$ cat config.mk
export PLATFORM = sky130hd
export DESIGN_NAME = trakball_decoder
export DESIGN_NICKNAME = d
export VERILOG_FILES = /design/src/rtl/trakball_decoder.sv
export SDC_FILE = /design/constraint.sdc
export NUM_CORES = 1
export LEC_CHECK = 0
export BUFFER_PORTS_ARGS = -buffer_cell sky130_fd_sc_hd__buf_4
export CAP_MARGIN = 5
export CORE_MARGIN = 5
export CORE_UTILIZATION = 45
export DETAILED_ROUTE_END_ITERATION = 10
export GPL_TIMING_DRIVEN = 0
export PLACE_DENSITY = 0.66
export SLEW_MARGIN = 40
export SYNTH_ARGS = -nofsm -noshare
export SYNTH_HDL_FRONTEND = slang
export SYNTH_SLANG_ARGS = --single-unit
$ cat constraint.sdc
create_clock -name clk_sys -period 2.21 [get_ports clk_sys]
set_clock_uncertainty 0.1 [all_clocks]
set_input_delay 0.221 -clock clk_sys [delete_from_list [all_inputs] [get_ports clk_sys]]
set_output_delay 0.221 -clock clk_sys [all_outputs]
set_load 0.1 [all_outputs]
$ cat src/rtl/trakball_decoder.sv
// Trackball step-stream receiver: per-axis synchronised direction/clock pairs
// drive wrapping up/down counters, with a hold-able CPU-visible snapshot.
module trakball_decoder #(
    parameter int CNT_W       = 4,
    parameter int SYNC_STAGES = 2
) (
    input  logic             clk_sys,
    input  logic             reset,
    input  logic [3:0]       trak_i,
    input  logic             flip_i,
    input  logic             clr_i,
    input  logic             hold_i,
    output logic [CNT_W-1:0] x_cnt_o,
    output logic [CNT_W-1:0] y_cnt_o,
    output logic             x_dir_o,
    output logic             y_dir_o,
    output logic             x_step_o,
    output logic             y_step_o
);

    localparam logic [CNT_W-1:0] ONE = CNT_W'(1);

    // Stage 0 sits in the low nibble; the oldest stage is the top nibble.
    logic [SYNC_STAGES*4-1:0] sync_q;
    logic [3:0]               trak_s;

    logic             x_prev, y_prev;
    logic             x_edge, y_edge;
    logic             x_up, y_up;
    logic [CNT_W-1:0] x_live, y_live;
    logic             x_live_dir, y_live_dir;

    assign trak_s = sync_q[SYNC_STAGES*4-1 -: 4];

    assign x_edge = trak_s[2] ^ x_prev;
    assign y_edge = trak_s[0] ^ y_prev;
    assign x_up   = trak_s[3] ^ flip_i;
    assign y_up   = trak_s[1] ^ flip_i;

    always_ff @(posedge clk_sys or posedge reset) begin
        if (reset) begin
            sync_q <= '0;
            x_prev <= 1'b0;
            y_prev <= 1'b0;
        end else begin
            if (SYNC_STAGES > 1)
                sync_q <= {sync_q[SYNC_STAGES*4-5:0], trak_i};
            else
                sync_q <= trak_i;
            x_prev <= trak_s[2];
            y_prev <= trak_s[0];
        end
    end

    // A clear wins over a coincident step: the step is dropped entirely.
    always_ff @(posedge clk_sys or posedge reset) begin
        if (reset) begin
            x_live     <= '0;
            y_live     <= '0;
            x_live_dir <= 1'b0;
            y_live_dir <= 1'b0;
            x_step_o   <= 1'b0;
            y_step_o   <= 1'b0;
        end else if (clr_i) begin
            x_live   <= '0;
            y_live   <= '0;
            x_step_o <= 1'b0;
            y_step_o <= 1'b0;
        end else begin
            x_step_o <= x_edge;
            y_step_o <= y_edge;
            if (x_edge) begin
                x_live     <= x_up ? (x_live + ONE) : (x_live - ONE);
                x_live_dir <= x_up;
            end
            if (y_edge) begin
                y_live     <= y_up ? (y_live + ONE) : (y_live - ONE);
                y_live_dir <= y_up;
            end
        end
    end

    always_ff @(posedge clk_sys or posedge reset) begin
        if (reset) begin
            x_cnt_o <= '0;
            y_cnt_o <= '0;
            x_dir_o <= 1'b0;
            y_dir_o <= 1'b0;
        end else if (!hold_i) begin
            x_cnt_o <= x_live;
            y_cnt_o <= y_live;
            x_dir_o <= x_live_dir;
            y_dir_o <= y_live_dir;
        end
    end

endmodule

==> metrics, run 1 <==
outcome finished, final reports clean; Setup crit start kind flop; ports placed on the boundary 21; nets 139; fill cell total of the finished layout 244; flop2flop setup slack 0.26 ns; ratio of total power to cell area 1034 mW/mm^2; Fmax achieved 511.8 MHz; warning count from the yosys run 0; IR Drop Worst-Case VDD 0.6716 mV; hold path endpoint x_live[3]; wire length per cell after detailed routing 13.01 um; Avg Vias per Cell 5.253; H-Tree Level Count 2; Arr. time, crit path 2.07 ns; synthesized net count 108; sink count of the clock tree 32; end of the worst register-to-register path x_live[3]; number of global-route vias before repair 876; total DRC errors in the routed layout 0; endpoints failing setup 0; distinct cell type count after synthesis 25; post-CTS clock slew at the launch and capture registers of the worst setup and hold paths 0.08 ns; vias 830; Rows 19; final worst slack 0.2561 ns; die height 63.85 um; first-pass detailed-route iteration total 2; number of cell instances on the worst register-to-register path 6; Placement Setup Slack 0.2929 ns; worst-path cell with the longest stage delay dfrtp_1; unrepaired setup endpoints after global routing false; post-layout total power 1.649 mW; category of the critical setup timing path reg -> reg; reg2reg start sync_q[7]; Total Die Area 0.004077 mm^2; global-route wire length before repair 3974 um; # Post-CTS Setup Buffers 0; total of cells resized after clock tree synthesis 0; number of buffer cells added on primary ports 19; sequential-to-total area share from yosys stat 0.6136; cell area after synthesis 0.001305 mm^2; number of antenna violations at the first check in global routing 0; Die Span X 63.85 um; worst hold path stage count 3; min cycle time layout 1.954 ns; cell area after placement 0.001486 mm^2; GRT Util Overall 0.1281; effective utilization at floorplan 0.4732; final total negative setup slack 0 ns; clk buf depth 2; data required time of the worst path 2.32 ns; capturing element type of the critical path flop; half-perimeter wire length after detailed placement 1401 um; synthesis-to-finish area growth 22.24%; TritonCTS clock tree yes; cell count after synthesis 95; fraction of layout instances using a drive strength above 1 0.3386; final count of hold timing violations 0; commonest non-fill, non-tap cells in the layout dfrtp_1, buf_4, mux2_2, nor2_1, a21oi_1; last weighted congestion value of the routability-driven placer 0.6877; cell-by-cell trace of the critical path xnor2_2, ha_1, a31oi_1, nor3_1, nor2_1, mux2_1; CP max FO 6; number of diodes added for antenna fixing 0; worst slew pin tran 0.6480 ns; final max-slew violation count 0; DRT antenna net count 0; fin area 0.001595 mm^2; Num CTS Buffers 5; synthesized area per cell 13.74 um^2; number of synthesized register bits 32; Overflow after GRT 0; clk_lat worst skew 0.33 ns; Max transition margin 0.5674; leakage power figure 0.7706 nW; startpoint of the worst hold path clr_i; maximum number of pins on one net before global-route repair 33; final wirelength 2056 um; standard cell core area 0.002758 mm^2; initial drt markers 22; commonest non-fill, non-tap cell in the layout dfrtp_1; worst min-delay path class in -> reg; root buffer selected by CTS clkbuf_4; number of violations of the max-capacitance limit 0; Max stage delay on crit path 0.40 ns; share of the cycle needed by the critical path after routing 0.8841
-- area by class of cell --
cell class / count / area (um^2) / share of cell area
sequential: 32 / 800.8 / 0.5020
multi-input combinational: 59 / 488.0 / 0.3059
timing repair buffer: 24 / 192.7 / 0.1208
clock buffer: 8 / 58.81 / 0.03686
tap: 31 / 38.79 / 0.02431
buffer: 2 / 8.758 / 0.005490
inverter: 2 / 7.507 / 0.004706
-- repair_timing --
item | CTS | global route
hold endpoints to repair | 36 | 0
setup endpoints to repair | 0 | 0
hold buffers | 5 | 0
-- state kept, by name (all words and copies together), names as in the netlist --
name,cells
x_cnt_o,4
x_live,4
y_prev,1
y_dir_o,1
x_live_dir,1
y_live,4
x_step_o,1
y_step_o,1
x_prev,1
y_cnt_o,4
x_dir_o,1
y_live_dir,1
sync_q,8
-- cell usage after synthesis (all sizes together) --
cell    number  area share
nand2        2      0.0058
o21a         1      0.0058
xor2         2       0.013
ha           4       0.038
a21oi        6       0.023
nor3         4       0.019
o21ai        2      0.0077
nor2b        2      0.0096
xnor2        5       0.051
nor2         8       0.023
a22o         1      0.0067
a311o        1      0.0077
dfrtp       32        0.61
and4bb       3       0.029
mux2i        2       0.015
mux2        11       0.095
inv          2      0.0058
nor4         1      0.0048
clkbuf       1      0.0029
or2          2      0.0096
a31oi        2      0.0096
buf          1      0.0038
-- per-layer routing --
layer | global-route usage | routed length (um) | vias to the layer above
met4 | 0.07792 | 62 | 0
met5 | 0 | 0 | -
met3 | 0.05604 | 148 | 7
met1 | 0.1437 | 870 | 409
li1 | - | - | 394
met2 | 0.1997 | 974 | 20
-- worst max-delay path: cells and delay by family, from the launching register on --
family | cells | cell delay [ns]
muxes | 1 | 0.32
and+or+nand+nor | 2 | 0.19
xor gates and xnor gates | 1 | 0.31
DFF | 1 | 0.40
adders and majority gates | 1 | 0.34
AOI/OAI and AO/OA | 1 | 0.17
-- worst max-delay path by stage --
stage / startpoint / to / slack (ns) / cells past startpoint
finish: sync_q[7] / x_live[3] / 0.26 / 6
global route: sync_q[7] / x_live[3] / 0.19 / 6
CTS: sync_q[7] / x_live[3] / 0.28 / 6
detailed placement: sync_q[7] / x_live[3] / 0.29 / 6
global placement: flip_i / x_live[3] / 0.33 / 7
floorplan: sync_q[7] / x_live[3] / 0.43 / 6
-- cell families (layout without fill, tap and decap cells) --
kind of cell	Yosys count	in the layout	synth area share
buffers and inverters	4	36	0.01246
and+or+nand+nor	22	22	0.1007
adders and majority gates	4	4	0.03835
xor gates and xnor gates	7	7	0.06425
muxes	13	13	0.1103
AOI/OAI and AO/OA	13	13	0.06041
DFF	32	32	0.6136
-- power breakdown --
group | total, mW | switching (mW) | internal [mW] | leakage [nW]
clock | 0.337 | 0.180 | 0.157 | 0.0326
sequential | 0.721 | 0.0537 | 0.667 | 0.398
combinational | 0.592 | 0.420 | 0.172 | 0.340
-- per-stage QoR --
stage                     hold WS (ns)  utilization  cells
after floorplan                 0.1524            -     95
final                           0.1823       0.5785    158
after global routing            0.1653       0.5785    158
after detailed placement        0.2314       0.5390    145
after global placement          0.2315       0.5390    145
after CTS                       0.1561       0.5785    158
(Power assumes the default switching activity.)
==> run 2: changes to the inputs <==
CTS_BUF_LIST = sky130_fd_sc_hd__clkbuf_8   (was default)
clock period = 2 ns   (was 2.21 ns; I/O delays follow)
==> run 2 against run 1 <==
Net effect:
- final cell count did not move
- setup slack got worse by 0.14 ns
- hold slack improved by 0.025 ns
- sequential cell count did not move
- wire length decreased by 0.92%
- clock-buffer cell count decreased by 2
- critical path depth did not move
- critical endpoint unchanged
- utilization rose by 1.5 points
- die area is the same
- sequential power up 11%
- first-iteration DRC count fell by 9.1%
==> metrics, run 2 (same netlist as run 1, synthesis figures left out) <==
outcome finished, final reports clean; worst min-delay path class in -> reg; post-route worst hold slack 0.2071 ns (+0.02477 ns); Rows 19 (unchanged); half-perimeter wire length after detailed placement 1401 um (unchanged); Max stage delay on crit path 0.43 ns (+0.03 ns); root buffer selected by CTS clkbuf_8; sink count of the clock tree 32 (unchanged); H-Tree Level Count 2 (unchanged); endpoints failing setup 0 (unchanged); category of the critical setup timing path reg -> reg; end of the worst register-to-register path x_live[3]; CP max FO 6 (unchanged); die height 63.85 um (unchanged); fill cell total of the finished layout 237 (-2.9%); unrepaired setup endpoints after global routing false; wire length per cell after detailed routing 12.89 um (-0.92%); cell-by-cell trace of the critical path xnor2_4, ha_1, a31oi_1, nor3_1, nor2_1, mux2_1; Arr. time, crit path 1.95 ns (-0.12 ns); final total negative setup slack 0 ns (unchanged); Fmax achieved 529.6 MHz (+3.5%); clk_lat worst skew 0.28 ns (-0.05 ns); worst-path cell with the longest stage delay dfrtp_1; standard cell core area 0.002758 mm^2 (unchanged); DRT antenna net count 0 (unchanged); number of diodes added for antenna fixing 0 (unchanged); Num CTS Buffers 5 (unchanged); vias 822 (-0.96%); ports placed on the boundary 21 (unchanged); Die Span X 63.85 um (unchanged); clk buf depth 2 (unchanged); flop2flop setup slack 0.11 ns (-0.14 ns); first-pass detailed-route iteration total 2 (unchanged); commonest non-fill, non-tap cells in the layout dfrtp_1, buf_4, mux2_2, nor2_1; global-route wire length before repair 4008 um (+0.86%); effective utilization at floorplan 0.4732 (unchanged); Max transition margin 0.5690 (+0.001581); Most flops, register sync_q; nets 139 (unchanged); initial drt markers 20 (-9.1%); Avg Vias per Cell 5.203 (-0.96%); capturing element type of the critical path flop; final worst slack 0.1119 ns (-0.1442 ns); cell area after placement 0.001486 mm^2 (unchanged); IR Drop Worst-Case VDD 0.6701 mV (-0.22%); ratio of total power to cell area 1183 mW/mm^2 (+14%); Setup crit start kind flop; hold path endpoint x_live[3]; commonest non-fill, non-tap cell in the layout dfrtp_1; final max-slew violation count 0 (unchanged); leakage power figure 0.7933 nW (+2.9%); TritonCTS clock tree yes; synthesis-to-finish area growth 25.50%; number of buffer cells added on primary ports 19 (unchanged); fraction of layout instances using a drive strength above 1 0.3386 (unchanged); maximum number of pins on one net before global-route repair 33 (unchanged); reg2reg start sync_q[7]; worst slew pin tran 0.6456 ns (-0.002369 ns); last weighted congestion value of the routability-driven placer 0.6877 (unchanged); GRT Util Overall 0.1289 (+0.0007364); worst hold path stage count 3 (unchanged); number of cell instances on the worst register-to-register path 6 (unchanged); min cycle time layout 1.888 ns (-0.06578 ns); number of violations of the max-capacitance limit 0 (unchanged); Overflow after GRT 0 (unchanged); Total Die Area 0.004077 mm^2 (unchanged); total DRC errors in the routed layout 0 (unchanged); number of global-route vias before repair 877 (+0.11%); data required time of the worst path 2.06 ns (-0.26 ns); # Post-CTS Setup Buffers 0 (unchanged); startpoint of the worst hold path clr_i; fin area 0.001638 mm^2 (+2.7%); Largest register FFs 8 (unchanged); post-CTS clock slew at the launch and capture registers of the worst setup and hold paths 0.06 ns (-0.02 ns); final wirelength 2037 um (-0.92%); share of the cycle needed by the critical path after routing 0.9441 (+0.05994); Placement Setup Slack 0.08289 ns (-0.2100 ns); number of antenna violations at the first check in global routing 0 (unchanged); final count of hold timing violations 0 (unchanged)
## run 2: per-stage QoR
step,std cells,power (mW),util
2_1_floorplan,95,1.326,-
3_3_place_gp,145,1.449,0.5390
3_5_place_dp,145,1.465,0.5390
4_1_cts,158,1.968,0.5898
5_1_grt,158,2.059,0.5939
6_report,158,1.937,0.5939
## run 2: what timing repair did
item                                    4_1_cts  5_1_grt
resized for setup                             0        1
endpoints found under the hold margin        36        0
hold buffers                                  5        0
endpoints found under the setup margin        0        1
## run 2: report_power, final
group	total, mW	leakage, nW	switching (mW)	internal, mW
clock network	0.482	0.0538	0.212	0.270
logic	0.656	0.342	0.463	0.193
registers	0.799	0.398	0.0604	0.739
## run 2: cell type report
cell class | instances | area [um^2] | share of cell area
Clock inverter | 2 | 7.507 | 0.004584
Inverter | 2 | 7.507 | 0.004584
Timing Repair Buffer | 24 | 192.7 | 0.1176
Buffer | 2 | 8.758 | 0.005348
Sequential cell | 32 | 800.8 | 0.4889
Tap cell | 31 | 38.79 | 0.02368
Multi-Input combinational cell | 59 | 499.2 | 0.3048
Clock buffer | 6 | 82.58 | 0.05042
## run 2: worst max-delay path: cells and delay by family (launching register included)
family	cells	cell delay [ns]
flops	1	0.43
compound gates	1	0.17
simple gates	2	0.19
xor+xnor	1	0.24
mux	1	0.32
fa+ha+maj	1	0.31
## run 2: how the worst max path moves through the flow
stage	startpoint	endpoint	slack (ns)
final	sync_q[7]	x_live[3]	0.11
after global routing	sync_q[7]	x_live[3]	0.04
after CTS	sync_q[7]	x_live[3]	0.07
after detailed placement	sync_q[7]	x_live[3]	0.08
after global placement	sync_q[7]	x_live[3]	0.12
after floorplan	sync_q[7]	x_live[3]	0.22
## run 2: metal layers
metal  wire [um]  track usage  up-vias  part of all wire
met5           0            0        -                 0
met4          59      0.07792        0             0.029
met3         143      0.05079        6             0.070
met2         969       0.1997       20              0.48
met1         864       0.1493      406              0.42
li1            -            -      390                 -
==> run 3: changes to the inputs <==
CORE_UTILIZATION = 55   (was 45)
PLACE_DENSITY = 0.78   (was 0.66)
==> run 3 against run 2 <==
Net effect:
- wire length increased by 5.8%
- clock-buffer cell count decreased by 1
- hold slack improved by 0.0059 ns
- maximum frequency decreased by 2.5%
- design area increased by 0.23%
- critical path depth increased by 1
- total power decreased by 1.5%
- die area decreased by 15%
- sequential cell count unchanged
- largest power group unchanged
- highest routed layer unchanged
==> metrics, run 3 (same netlist as run 1, synthesis figures left out) <==
cell area after placement 0.001483 mm^2 (-0.25%); standard cell core area 0.002233 mm^2 (-19%); first-pass detailed-route iteration total 2 (unchanged); IR Drop Worst-Case VDD 0.7996 mV (+19%); final count of hold timing violations 0 (unchanged); worst hold path stage count 3 (unchanged); worst slew pin tran 0.6251 ns (-0.02051 ns); Setup crit start kind flop; root buffer selected by CTS clkbuf_8; Arr. time, crit path 1.99 ns (+0.04 ns); Placement Setup Slack 0.07228 ns (-0.01061 ns); fin area 0.001642 mm^2 (+0.23%); number of antenna violations at the first check in global routing 0 (unchanged); met1 demand-to-capacity share in global routing 0.1983 (+0.04895); effective utilization at floorplan 0.5843 (+0.1111); unrepaired setup endpoints after global routing false; outcome finished, final reports clean; Num CTS Buffers 5 (unchanged); number of buffer cells added on primary ports 19 (unchanged); Overflow after GRT 0 (unchanged); ratio of total power to cell area 1163 mW/mm^2 (-1.7%); Largest register FFs 8 (unchanged); number of cell instances on the worst register-to-register path 7 (+1); vias 811 (-1.3%); nets 140 (+0.72%); Most flops, register sync_q; power share of the clock group 0.224 (-0.025); synthesis-to-finish area growth 25.79%; fraction of layout instances using a drive strength above 1 0.3543 (+0.01575); final max-slew violation count 0 (unchanged); worst min-delay path class in -> reg; H-Tree Level Count 2 (unchanged); final wirelength 2156 um (+5.8%); global routing met2 resource utilization 0.2344 (+0.03470); last weighted congestion value of the routability-driven placer 0.8201 (+19%); Fmax achieved 516.2 MHz (-2.5%); number of diodes added for antenna fixing 0 (unchanged); leakage power figure 0.7887 nW (-0.57%); number of global-route vias before repair 879 (+0.23%); endpoints failing setup 0 (unchanged); final worst slack 0.06278 ns (-0.04909 ns); Net Sw Frac 0.3854 (+0.005406); clk buf depth 2 (unchanged); capturing element type of the critical path flop; Avg Vias per Cell 5.232 (+0.57%); Total Die Area 0.003447 mm^2 (-15%); post-route worst hold slack 0.2130 ns (+0.005906 ns); portion of total power attributed to sequential cells 0.421 (+0.008); global-route wire length before repair 3891 um (-2.9%); TritonCTS clock tree yes; min cycle time layout 1.937 ns (+0.04909 ns); Max transition margin 0.5826 (+0.01369); total DRC errors in the routed layout 0 (unchanged); commonest non-fill, non-tap cells in the layout dfrtp_1, buf_4, mux2_2, nor2_1, a21oi_1; half-perimeter wire length after detailed placement 1432 um (+2.2%); switching pwr 735.5 uW (about the same); clk_lat worst skew 0.27 ns (about the same); Most Used Layer, Global Route met2; maximum number of pins on one net before global-route repair 33 (unchanged); data required time of the worst path 2.06 ns (about the same); DRT antenna net count 0 (unchanged); Int Pwr 1.173 mW (-2.3%); Die Span X 58.71 um (-8.1%); fraction of met3 tracks used by global routing 0.04605 (-0.004735); CP max FO 6 (unchanged); category of the critical setup timing path reg -> reg; initial drt markers 13 (-35%); Rows 17 (-2); number of violations of the max-capacitance limit 0 (unchanged); share of the cycle needed by the critical path after routing 0.9686 (+0.02455); die height 58.71 um (-8.1%); GRT Util Overall 0.1543 (+0.02548); final total negative setup slack 0 ns (unchanged); commonest non-fill, non-tap cell in the layout dfrtp_1; wire length per cell after detailed routing 13.91 um (+7.9%); ports placed on the boundary 21 (unchanged); sink count of the clock tree 32 (unchanged); post-CTS clock slew at the launch and capture registers of the worst setup and hold paths 0.06 ns (about the same); Logic pwr share 0.355 (+0.016)
## run 3: layout make-up
type | instances | area [um^2]
clock buffer | 5 | 68.82
fill | 160 | 591.8
multi-input combinational | 59 | 511.7
tap | 28 | 35.03
sequential | 32 | 800.8
inverter | 2 | 7.507
buffer | 2 | 8.758
timing repair buffer | 25 | 200.2
clock inverter | 2 | 8.758
## run 3: power by group through the flow
stage	combinational (mW)	sequential, mW	clock (mW)
finish	0.678	0.803	0.427
global route	0.720	0.819	0.481
CTS	0.665	0.801	0.442
detailed placement	0.656	0.813	0
global placement	0.641	0.806	0
floorplan	0.195	1.13	0
## run 3: worst max-delay path, stage by stage, from the launching register on
cell      delay, ns
dfrtp_1        0.42
xnor2_4        0.26
buf_4          0.16
xor2_1         0.19
ha_1           0.18
a21oi_1        0.05
and4bb_1       0.20
a311o_1        0.26
## run 3: metrics by stage
stage / utilization / total power, mW / std cells
finish: 0.7350 / 1.909 / 155
global route: 0.7350 / 2.019 / 155
CTS: 0.7210 / 1.908 / 154
detailed placement: 0.6639 / 1.469 / 142
global placement: 0.6639 / 1.447 / 142
floorplan: - / 1.326 / 95
## run 3: what timing repair did
item	4_1_cts	5_1_grt
hold buffers	5	0
setup buffers	0	1
hold endpoints to repair	36	0
setup endpoints to repair	0	1
resized for setup	0	2
## run 3: metal layers
metal  vias up  routed length, um
li1        397                  -
met1       388                920
met2        21               1061
met3         5                141
met4         0                 31
met5         -                  0
## run 3: path summary, 6_finish.rpt
check                      startpoint        end  slack, ns
setup / recovery            sync_q[7]  x_live[2]       0.06
hold / removal                  clr_i  x_live[3]       0.21
setup reg to reg            sync_q[7]  x_live[2]       0.06
hold reg to reg             sync_q[2]  sync_q[6]       0.25
max in group asynchronous       reset    y_dir_o       0.91
min in group asynchronous       reset  sync_q[7]       0.47
